==> src/rtl/sysid_check_master_pkg.sv <==
// Shared state encoding, bus addresses and data width for the system-ID check master.
package sysid_check_master_pkg;

    localparam int DATA_W = 32;

    localparam logic ADDR_ID = 1'b0;
    localparam logic ADDR_TS = 1'b1;

    typedef enum logic [1:0] {
        ST_IDLE   = 2'd0,
        ST_RD_ID  = 2'd1,
        ST_RD_TS  = 2'd2,
        ST_REPORT = 2'd3
    } state_e;

endpackage

==> src/rtl/sysid_check_master_if.sv <==
// Avalon-MM read-only bus between the check master and the system-ID slave.
interface sysid_check_master_if;
    import sysid_check_master_pkg::*;

    logic              avm_address;
    logic              avm_read;
    logic              avm_waitrequest;
    logic [DATA_W-1:0] avm_readdata;

    modport master (
        output avm_address,
        output avm_read,
        input  avm_waitrequest,
        input  avm_readdata
    );

    modport slave (
        input  avm_address,
        input  avm_read,
        output avm_waitrequest,
        output avm_readdata
    );

endinterface

==> src/rtl/sysid_check_master_avm_read_timeout.sv <==
// Stall counter for a single Avalon read: counts stalled cycles, flags the last allowed one.
module avm_read_timeout #(
    parameter int TIMEOUT_CYCLES = 256,
    parameter int TO_W           = 9
) (
    input  logic clk,
    input  logic reset_n,
    input  logic clr,
    input  logic en,
    output logic expired
);

    logic [TO_W-1:0] cnt_q;
    logic [TO_W-1:0] cnt_d;

    always_comb begin
        cnt_d = cnt_q;
        if (clr) begin
            cnt_d = '0;
        end else if (en) begin
            cnt_d = cnt_q + TO_W'(1);
        end
    end

    always_ff @(posedge clk or negedge reset_n) begin
        if (!reset_n) begin
            cnt_q <= '0;
        end else begin
            cnt_q <= cnt_d;
        end
    end

    // Expired means this stalled cycle is the last one the read may spend waiting.
    assign expired = (cnt_q == TO_W'(TIMEOUT_CYCLES - 1));

endmodule

==> src/rtl/sysid_check_master.sv <==
// Reads the system-ID slave (ID word, then timestamp) and reports whether both match build values.
module sysid_check_master
    import sysid_check_master_pkg::*;
#(
    parameter logic [31:0] EXPECTED_ID    = 32'd1768888067,
    parameter logic [31:0] EXPECTED_TS    = 32'd1227733144,
    parameter int          TIMEOUT_CYCLES = 256,
    parameter int          TO_W           = 9
) (
    input  logic                     clk,
    input  logic                     reset_n,
    input  logic                     start,
    sysid_check_master_if.master     avm,
    output logic                     busy,
    output logic                     done,
    output logic                     id_ok,
    output logic                     ts_ok,
    output logic                     timed_out,
    output logic [DATA_W-1:0]        id_value,
    output logic [DATA_W-1:0]        ts_value
);

    state_e            state_q, state_d;
    logic [DATA_W-1:0] id_value_q, id_value_d;
    logic [DATA_W-1:0] ts_value_q, ts_value_d;
    logic              timed_out_q, timed_out_d;
    logic              id_ok_q, id_ok_d;
    logic              ts_ok_q, ts_ok_d;

    logic rd;
    logic addr;
    logic cnt_clr;
    logic cnt_en;
    logic cnt_expired;
    logic id_match;
    logic ts_match;

    avm_read_timeout #(
        .TIMEOUT_CYCLES (TIMEOUT_CYCLES),
        .TO_W           (TO_W)
    ) u_timeout (
        .clk     (clk),
        .reset_n (reset_n),
        .clr     (cnt_clr),
        .en      (cnt_en),
        .expired (cnt_expired)
    );

    // A timed-out run never reports a match, whatever was captured.
    assign id_match = (id_value_q == EXPECTED_ID) && !timed_out_q;
    assign ts_match = (ts_value_q == EXPECTED_TS) && !timed_out_q;

    always_comb begin
        state_d     = state_q;
        id_value_d  = id_value_q;
        ts_value_d  = ts_value_q;
        timed_out_d = timed_out_q;
        id_ok_d     = id_ok_q;
        ts_ok_d     = ts_ok_q;
        rd          = 1'b0;
        addr        = ADDR_ID;
        cnt_clr     = 1'b0;
        cnt_en      = 1'b0;

        unique case (state_q)
            ST_IDLE: begin
                if (start) begin
                    id_value_d  = '0;
                    ts_value_d  = '0;
                    timed_out_d = 1'b0;
                    id_ok_d     = 1'b0;
                    ts_ok_d     = 1'b0;
                    cnt_clr     = 1'b1;
                    state_d     = ST_RD_ID;
                end
            end
            ST_RD_ID, ST_RD_TS: begin
                rd   = 1'b1;
                addr = (state_q == ST_RD_TS) ? ADDR_TS : ADDR_ID;
                // Completion is tested first so a slave answering on the last allowed cycle wins.
                if (!avm.avm_waitrequest) begin
                    cnt_clr = 1'b1;
                    if (state_q == ST_RD_ID) begin
                        id_value_d = avm.avm_readdata;
                        state_d    = ST_RD_TS;
                    end else begin
                        ts_value_d = avm.avm_readdata;
                        state_d    = ST_REPORT;
                    end
                end else if (cnt_expired) begin
                    timed_out_d = 1'b1;
                    state_d     = ST_REPORT;
                end else begin
                    cnt_en = 1'b1;
                end
            end
            ST_REPORT: begin
                id_ok_d = id_match;
                ts_ok_d = ts_match;
                state_d = ST_IDLE;
            end
            default: state_d = ST_IDLE;
        endcase
    end

    always_ff @(posedge clk or negedge reset_n) begin
        if (!reset_n) begin
            state_q     <= ST_IDLE;
            id_value_q  <= '0;
            ts_value_q  <= '0;
            timed_out_q <= 1'b0;
            id_ok_q     <= 1'b0;
            ts_ok_q     <= 1'b0;
        end else begin
            state_q     <= state_d;
            id_value_q  <= id_value_d;
            ts_value_q  <= ts_value_d;
            timed_out_q <= timed_out_d;
            id_ok_q     <= id_ok_d;
            ts_ok_q     <= ts_ok_d;
        end
    end

    assign avm.avm_read    = rd;
    assign avm.avm_address = addr;

    assign busy      = (state_q != ST_IDLE);
    assign done      = (state_q == ST_REPORT);
    // The verdict is presented alongside done, then held by the flags registered at its end.
    assign id_ok     = (state_q == ST_REPORT) ? id_match : id_ok_q;
    assign ts_ok     = (state_q == ST_REPORT) ? ts_match : ts_ok_q;
    assign timed_out = timed_out_q;
    assign id_value  = id_value_q;
    assign ts_value  = ts_value_q;

endmodule

==> src/flat_wrapper.sv <==
// flat-port wrapper written by rule: the top's interface ports become plain ports
module sysid_check_master_flat import sysid_check_master_pkg::*;
#(
    parameter logic [31:0] EXPECTED_ID    = 32'd1768888067,
    parameter logic [31:0] EXPECTED_TS    = 32'd1227733144,
    parameter int          TIMEOUT_CYCLES = 256,
    parameter int          TO_W           = 9
)
  (clk, reset_n, start, busy, done, id_ok, ts_ok, timed_out, id_value, ts_value, avm_avm_address, avm_avm_read, avm_avm_waitrequest, avm_avm_readdata);
  sysid_check_master_if avm_i ();
  input  logic clk;
  input  logic reset_n;
  input  logic start;
  output logic busy;
  output logic done;
  output logic id_ok;
  output logic ts_ok;
  output logic timed_out;
  output logic [DATA_W-1:0] id_value;
  output logic [DATA_W-1:0] ts_value;
  output wire logic [$bits(avm_i.avm_address)-1:0] avm_avm_address;
  output wire logic [$bits(avm_i.avm_read)-1:0] avm_avm_read;
  input wire logic [$bits(avm_i.avm_waitrequest)-1:0] avm_avm_waitrequest;
  input wire logic [$bits(avm_i.avm_readdata)-1:0] avm_avm_readdata;
  assign avm_avm_address = avm_i.avm_address;
  assign avm_avm_read = avm_i.avm_read;
  assign avm_i.avm_waitrequest = avm_avm_waitrequest;
  assign avm_i.avm_readdata = avm_avm_readdata;
  sysid_check_master #(.EXPECTED_ID(EXPECTED_ID), .EXPECTED_TS(EXPECTED_TS), .TIMEOUT_CYCLES(TIMEOUT_CYCLES), .TO_W(TO_W)) u_core (.clk(clk), .reset_n(reset_n), .start(start), .avm(avm_i), .busy(busy), .done(done), .id_ok(id_ok), .ts_ok(ts_ok), .timed_out(timed_out), .id_value(id_value), .ts_value(ts_value));
endmodule
==> config.mk <==
export PLATFORM = sky130hd
export DESIGN_NAME = sysid_check_master_flat
export DESIGN_NICKNAME = d
export VERILOG_FILES = /design/src/rtl/sysid_check_master_pkg.sv /design/src/rtl/sysid_check_master_if.sv /design/src/rtl/sysid_check_master_avm_read_timeout.sv /design/src/rtl/sysid_check_master.sv /design/src/flat_wrapper.sv
export SDC_FILE = /design/constraint.sdc
export NUM_CORES = 1
export LEC_CHECK = 0
export CORE_AREA = 2 2 82 84
export CTS_CLUSTER_SIZE = 30
export DETAILED_ROUTE_END_ITERATION = 10
export DIE_AREA = 0 0 84 86
export DONT_BUFFER_PORTS = 1
export PLACE_DENSITY = 0.75
export SKIP_LAST_GASP = 1
export SYNTH_ARGS = -nofsm -noshare
export SYNTH_HDL_FRONTEND = slang
export SYNTH_SLANG_ARGS = --single-unit
==> constraint.sdc <==
create_clock -name clk -period 2.1 [get_ports clk]
set_input_delay 0.525 -clock clk [delete_from_list [all_inputs] [get_ports clk]]
set_output_delay 0.525 -clock clk [all_outputs]
set_load 0.02 [all_outputs]
Word level (Yosys, flattened, before mapping)
Index checks and enable logic that the tools add are counted.
{"block": "totals", "ff_bits": 78, "inputBits": 36, "out_inout_bits": 71, "word_cells": 66}
{"block": "classes", "addsub": 1, "eq_ne": 13, "muxes": 31, "reduce_logical": 14}
{"op": "32-bit 2-to-1 mux", "count": 5}
{"op": "32-bit one-hot mux with 2 select lines", "count": 2}
{"op": "32-bit by 31-bit == test with 1-bit output (second input constant)", "count": 2}
{"op": "9-bit 2-to-1 mux", "count": 2}
{"op": "1-bit 2-to-1 mux", "count": 14}
{"op": "4-bit AND reduction", "count": 3}
{"op": "9-bit by 1-bit adder with 9-bit output (second input constant)", "count": 1}
{"op": "9-bit by 8-bit == test with 1-bit output (second input constant)", "count": 1}
{"op": "2-bit != test (second input constant)", "count": 4}
{"op": "1-bit one-hot mux with 2 select lines", "count": 4}
{"op": "2-bit nonzero test", "count": 4}
{"op": "2-bit 2-to-1 mux", "count": 3}
{"op": "2-bit one-hot mux with 3 select lines", "count": 1}
{"op": "2-bit == test (second input constant)", "count": 2}
{"op": "2-bit by 1-bit != test with 1-bit output (second input constant)", "count": 2}
{"op": "2-bit AND reduction", "count": 2}
{"op": "3-bit by 2-bit != test with 1-bit output (second input constant)", "count": 1}
{"op": "2-bit by 1-bit == test with 1-bit output (second input constant)", "count": 1}
{"op": "1-bit logical AND", "count": 2}
{"op": "2-bit logical NOT", "count": 1}
{"op": "2-bit OR reduction", "count": 1}
{"op": "1-bit logical NOT", "count": 1}

Depth between registers and ports, before layout
{"block": "logic_depth", "ltp_word": 6, "mapped_depth": 9, "depth_no_buf": 8}

Modules after synthesis
From an unflattened synthesis, not the netlist that was laid out.
{"block": "unflattened", "cells_unflattened": 278, "hier_area_um2": 3616.0}
{"mod": "sysid_check_master", "instances": 1, "cells_each": 234, "area_each_um2": 3171.8, "seq_area_each_um2": 1726.7}
{"mod": "avm_read_timeout", "instances": 1, "cells_each": 44, "area_each_um2": 444.2, "seq_area_each_um2": 225.2}

Worst setup path after synthesis
No wires, ideal clock.
{"block": "synth_path", "kind": "flip-flop to output port", "from": "register u_core.state_q[0]", "to": "output id_ok", "t_arrival_ps": 1690, "t_required_ps": 1575, "setup_slack_ps": -115, "stages_incl_launch_ff": 6, "path_buffers": 0, "path_cell_list": "dfrtp_1 > ha_1 > nor2b_1 > nand4_1 > or4_1 > o21ai_0"}
{"block": "synth_via", "elab_chain_cells": 2}
{"element": "from (decl)", "line_no": "sysid_check_master.sv:23", "rtl": "state_e state_q, state_d;"}
{"element": "from (signal assigned)", "line_no": "sysid_check_master.sv:115", "rtl": "state_q <= state_d;"}
{"element": "2-bit == test"}
{"element": "via done", "line_no": "flat_wrapper.sv:15", "rtl": "output logic done;"}
{"element": "1-bit 2-to-1 mux", "line_no": "sysid_check_master.sv:130", "rtl": "assign id_ok = (state_q == ST_REPORT) ? id_match : id_ok_q;"}
{"element": "to (decl)", "line_no": "flat_wrapper.sv:16", "rtl": "output logic id_ok;"}
The timed path passes the listed nets, and every way through them passes these cells.

Final worst setup path
{"block": "layout_path", "from": "register u_core.state_q[0]", "to": "output id_ok"}
{"block": "layout_via", "elab_chain_cells": 2}
{"element": "2-bit == test", "line_no": "sysid_check_master.sv:130"}
{"element": "1-bit 2-to-1 mux", "line_no": "sysid_check_master.sv:130"}
No other way between the ends.

==> qor.txt <==
PLACEMENT
-----------------------------------------------------------------------------------------------
PortBufs                                                                                      0
Global placer's final weighted congestion                                                 0.831
HPWL after detailed placement                                                           6.19 mm
Setup WS pre-CTS                                                                     -0.0205 ns

SYNTHESIS
-----------------------------------------------------------------------------------------------
Top cell type's share of synthesized area                                                 57.8%
Largest area contributor in the netlist                                            sky130_fd_sc_hd__dfrtp_1
Sequential fraction of the synthesis area                                                 57.8%
Most common flop cell mapped by yosys                                              sky130_fd_sc_hd__dfrtp_1
Cell area after synthesis                                                              3380 um2
Net count of the mapped netlist                                                             394
FFs w/ async S/R, synth                                                                    100%
Instance count of the mapped netlist                                                        352
Average footprint of a synthesized cell                                                9.59 um2
Number of register bits inferred by synthesis                                                78
Largest cells by area after synthesis                                              sky130_fd_sc_hd__dfrtp_1 58%, sky130_fd_sc_hd__nand2_1 12%, sky130_fd_sc_hd__o21ai_0 5.8%, sky130_fd_sc_hd__o21ai_1 4.3%, sky130_fd_sc_hd__ha_1 2.2%
Count of warnings emitted by yosys                                                            0
Number of flops mapped to enable cells by yosys                                               0
Count of different cell masters after synthesis                                              40

CLOCKING
-----------------------------------------------------------------------------------------------
Buffer cell driving the clock tree root                                            sky130_fd_sc_hd__clkbuf_8
Number of buffers created by CTS                                                              9
Insertion delay of the later-clocked pin in the worst-skew pair                         0.34 ns
Clock input transition at the sequential cells of the worst setup and hold paths        0.08 ns
Sink Count                                                                                   78
Number of levels in the clock H-tree                                                          3
Clock tree from TritonCTS                                                                 built
CTS Buffer Depth                                                                              2

STA
-----------------------------------------------------------------------------------------------
Peak Freq                                                                             0.428 GHz
Time the worst path needs with I/O delays and setup                                     2.33 ns
Number of failing setup endpoints in the final timing report                                  2
Number of failing hold endpoints at the final stage                                          78
Max-slew headroom at the worst pin                                                        75.1%
Min setup slack post-route                                                            -0.235 ns
Fin Hold WS                                                                           -0.133 ns
Share of the clock period used by the worst path after layout                              111%
Clock skew                                                                           0.00809 ns
RSZ-0062 raised after global routing                                                       true
Slew at the pin closest to its max-slew limit                                          0.370 ns
Count of final max-slew check failures                                                        0

FLOW RUN
-----------------------------------------------------------------------------------------------
Number of max-cap violations                                                                  0

CRITICAL PATH
-----------------------------------------------------------------------------------------------
Cell type of the slowest stage on the worst timing path                            sky130_fd_sc_hd__or4_4
Endpoint required time on the critical path                                             1.57 ns
Kind of end point of the critical path                                             primary output
Series of cell instances along the critical path                                   ha_2, nor2b_4, nand4_1, or4_4, o21ai_4
Delay of the slowest critical-path stage                                                0.54 ns
Type of the setup path with the least slack                                        flip-flop to primary output
Kind of launch point of the worst setup path                                          flip-flop
Data arrival at the endpoint of the critical path                                       1.81 ns
Top fanout value on the critical path                                                         2

LAYOUT
-----------------------------------------------------------------------------------------------
Share of final-layout standard cells stronger than drive strength 1                       27.5%
Area Overhead vs Synth                                                                    28.2%
Count of antenna diodes in the layout                                                         0
Most common cell after layout, fill and taps aside                                 sky130_fd_sc_hd__nand2_1
Number of inserted filler cells in the final layout                                         479
Finished Core Util                                                                        68.9%
Final #Nets                                                                                 466
Commonest cells after routing, fill and taps aside                                 107 x sky130_fd_sc_hd__nand2_1, 78 x sky130_fd_sc_hd__dfrtp_1, 77 x sky130_fd_sc_hd__buf_4

OUTCOME
-----------------------------------------------------------------------------------------------
Failing checks                                                                     negative hold slack, negative setup slack
Result of the run                                                                  complete, but fails checks

GLOBAL ROUTE
-----------------------------------------------------------------------------------------------
Antenna violations before repair                                                              0
Global-route wire length before repair                                                  13.8 mm
Vias in the first global route                                                            2,771
Overflow left after global routing                                                            0
Pin count of the biggest net entering global routing                                         79
Global-route usage over all layers                                                        24.5%

DRT
-----------------------------------------------------------------------------------------------
Residual antenna-violating net count after detailed routing                                   0
Number of DRC violations after detailed-routing iteration 0                                 176
Drt via density                                                                            5.51
Post-DR wirelength/cell                                                                 16.7 um
DRC violations left                                                                           0
Total via count in the routed design                                                      2,786
DRT Pass-1 Iters                                                                              4
Total wire length after detailed routing                                                8.47 mm

MIN PATH
-----------------------------------------------------------------------------------------------
Worst min-delay path category                                                      input pin to asynchronous set/reset pin

FLOORPLANNING
-----------------------------------------------------------------------------------------------
Num rows                                                                                     29
Die area                                                                               7220 um2
Chip height                                                                               86 um
I/O Pins                                                                                    107
Effective utilization at floorplan                                                        53.8%
Die X                                                                                     84 um
Core Region                                                                            6280 um2

POWER
-----------------------------------------------------------------------------------------------
Total power per unit cell area                                                      1820 nW/um2
Peak ir drop on the vdd network                                                         1.63 mV
Leak Pwr                                                                             0.00204 uW

-- cell families after synthesis --
kind of cell | after synthesis | synth area share, %
adders and majority gates | 6 | 2.22
xor gates and xnor gates | 6 | 1.56
muxes | 2 | 0.630
AOI/OAI and AO/OA | 79 | 12.4
buffers and inverters | 25 | 3.26
and+or+nand+nor | 156 | 22.2
DFF | 78 | 57.8
-- path summary, 6_finish.rpt --
| kind | slack [ns] | cells past startpoint | to | start |
|---|---|---|---|---|
| max | -0.23 | 5 | id_ok | u_core.state_q[0] |
| min | -0.13 | 0 | u_core.id_value[1] | reset_n |
| max reg2reg | 0.21 | 8 | u_core.id_value[31] | u_core.state_q[1] |
| min reg2reg | 0.50 | 2 | u_core.id_ok_q | u_core.id_ok_q |
| max in group asynchronous | 2.12 | 0 | u_core.u_timeout.cnt_q[6] | reset_n |
| min in group clk | 0.33 | 2 | u_core.id_value[20] | avm_avm_readdata[20] |
-- flip-flops by register name, summed over array words and instances, names as in the netlist --
| signal | cells |
|---|---|
| u_core.id_value | 32 |
| u_core.ts_value | 32 |
| u_core.u_timeout.cnt_q | 9 |
| u_core.state_q | 2 |
| u_core.id_ok_q | 1 |
| u_core.timed_out | 1 |
| u_core.ts_ok_q | 1 |
-- cell usage after synthesis, drive strengths merged, types with 2 or more instances --
master and n:
nand2 108, dfrtp 78, nand3 3, and4b 2, nand4 4, inv 7
nor4 2, nand2b 3, buf 11, o21ai 68, a21oi 4, nor3 4
clkbuf 7, ha 6, nor4bb 3, nor4b 5, xnor2 4, nor2 12
xor2 2, and4bb 3
-- report_power, final --
group | switching [uW] | total [uW] | internal, uW
clock network | 568 | 1240 | 673
registers | 318 | 2370 | 2050
logic | 2740 | 4280 | 1540
total | 3620 | 7890 | 4260
-- metrics by stage --
| stage | instance area (um2) | TNS (ns) | power, uW | hold slack, ns | std cells |
|---|---|---|---|---|---|
| after detailed placement | 3970 | -0.0492 | 6450 | 0.232 | 485 |
| after global placement | 3970 | 0 | 6300 | 0.232 | 485 |
| final | 4330 | -0.394 | 7890 | -0.133 | 506 |
| after floorplan | 3380 | 0 | 5060 | 0.229 | 352 |
| after global routing | 4330 | -0.583 | 8450 | -0.155 | 506 |
| after CTS | 4280 | -0.421 | 7860 | -0.149 | 504 |
-- critical path, delay by kind of cell (launching register included) --
| kind | cells | cell delay (ns) |
|---|---|---|
| AND/OR/NAND/NOR | 3 | 0.79 |
| flip-flops | 1 | 0.36 |
| adder cells (fa/ha/maj) | 1 | 0.19 |
| AO/OA/AOI/OAI | 1 | 0.12 |
-- layer usage --
layer  GRT usage [%]  vias to the layer above  wire length (um)
met4            8.80                        0               199
li1                -                     1345                 -
met5               0                        -                 0
met1            29.3                     1341              3370
met2            40.9                       87              4240
met3            9.14                       13               660
-- layout make-up --
cell class | instances | area (um2) | area share (%)
clock buffers | 9 | 124 | 2.86
clock inverters | 7 | 97.6 | 2.25
repair buffers | 79 | 613 | 14.2
well taps | 77 | 96.3 | 2.23
inverters | 7 | 26.3 | 0.607
flip-flops and latches | 78 | 1950 | 45.1
multi-input cells | 249 | 1420 | 32.8
-- timing repair --
| item | CTS | global route |
|---|---|---|
| gates cloned | 0 | 0 |
| setup buffers | 3 | 2 |
| pin swaps | 9 | 4 |
| endpoints found under the setup margin | 20 | 3 |
| resized for setup | 14 | 5 |
| hold endpoints to repair | 78 | 78 |
No activity file was read; power rests on OpenSTA's default activity.
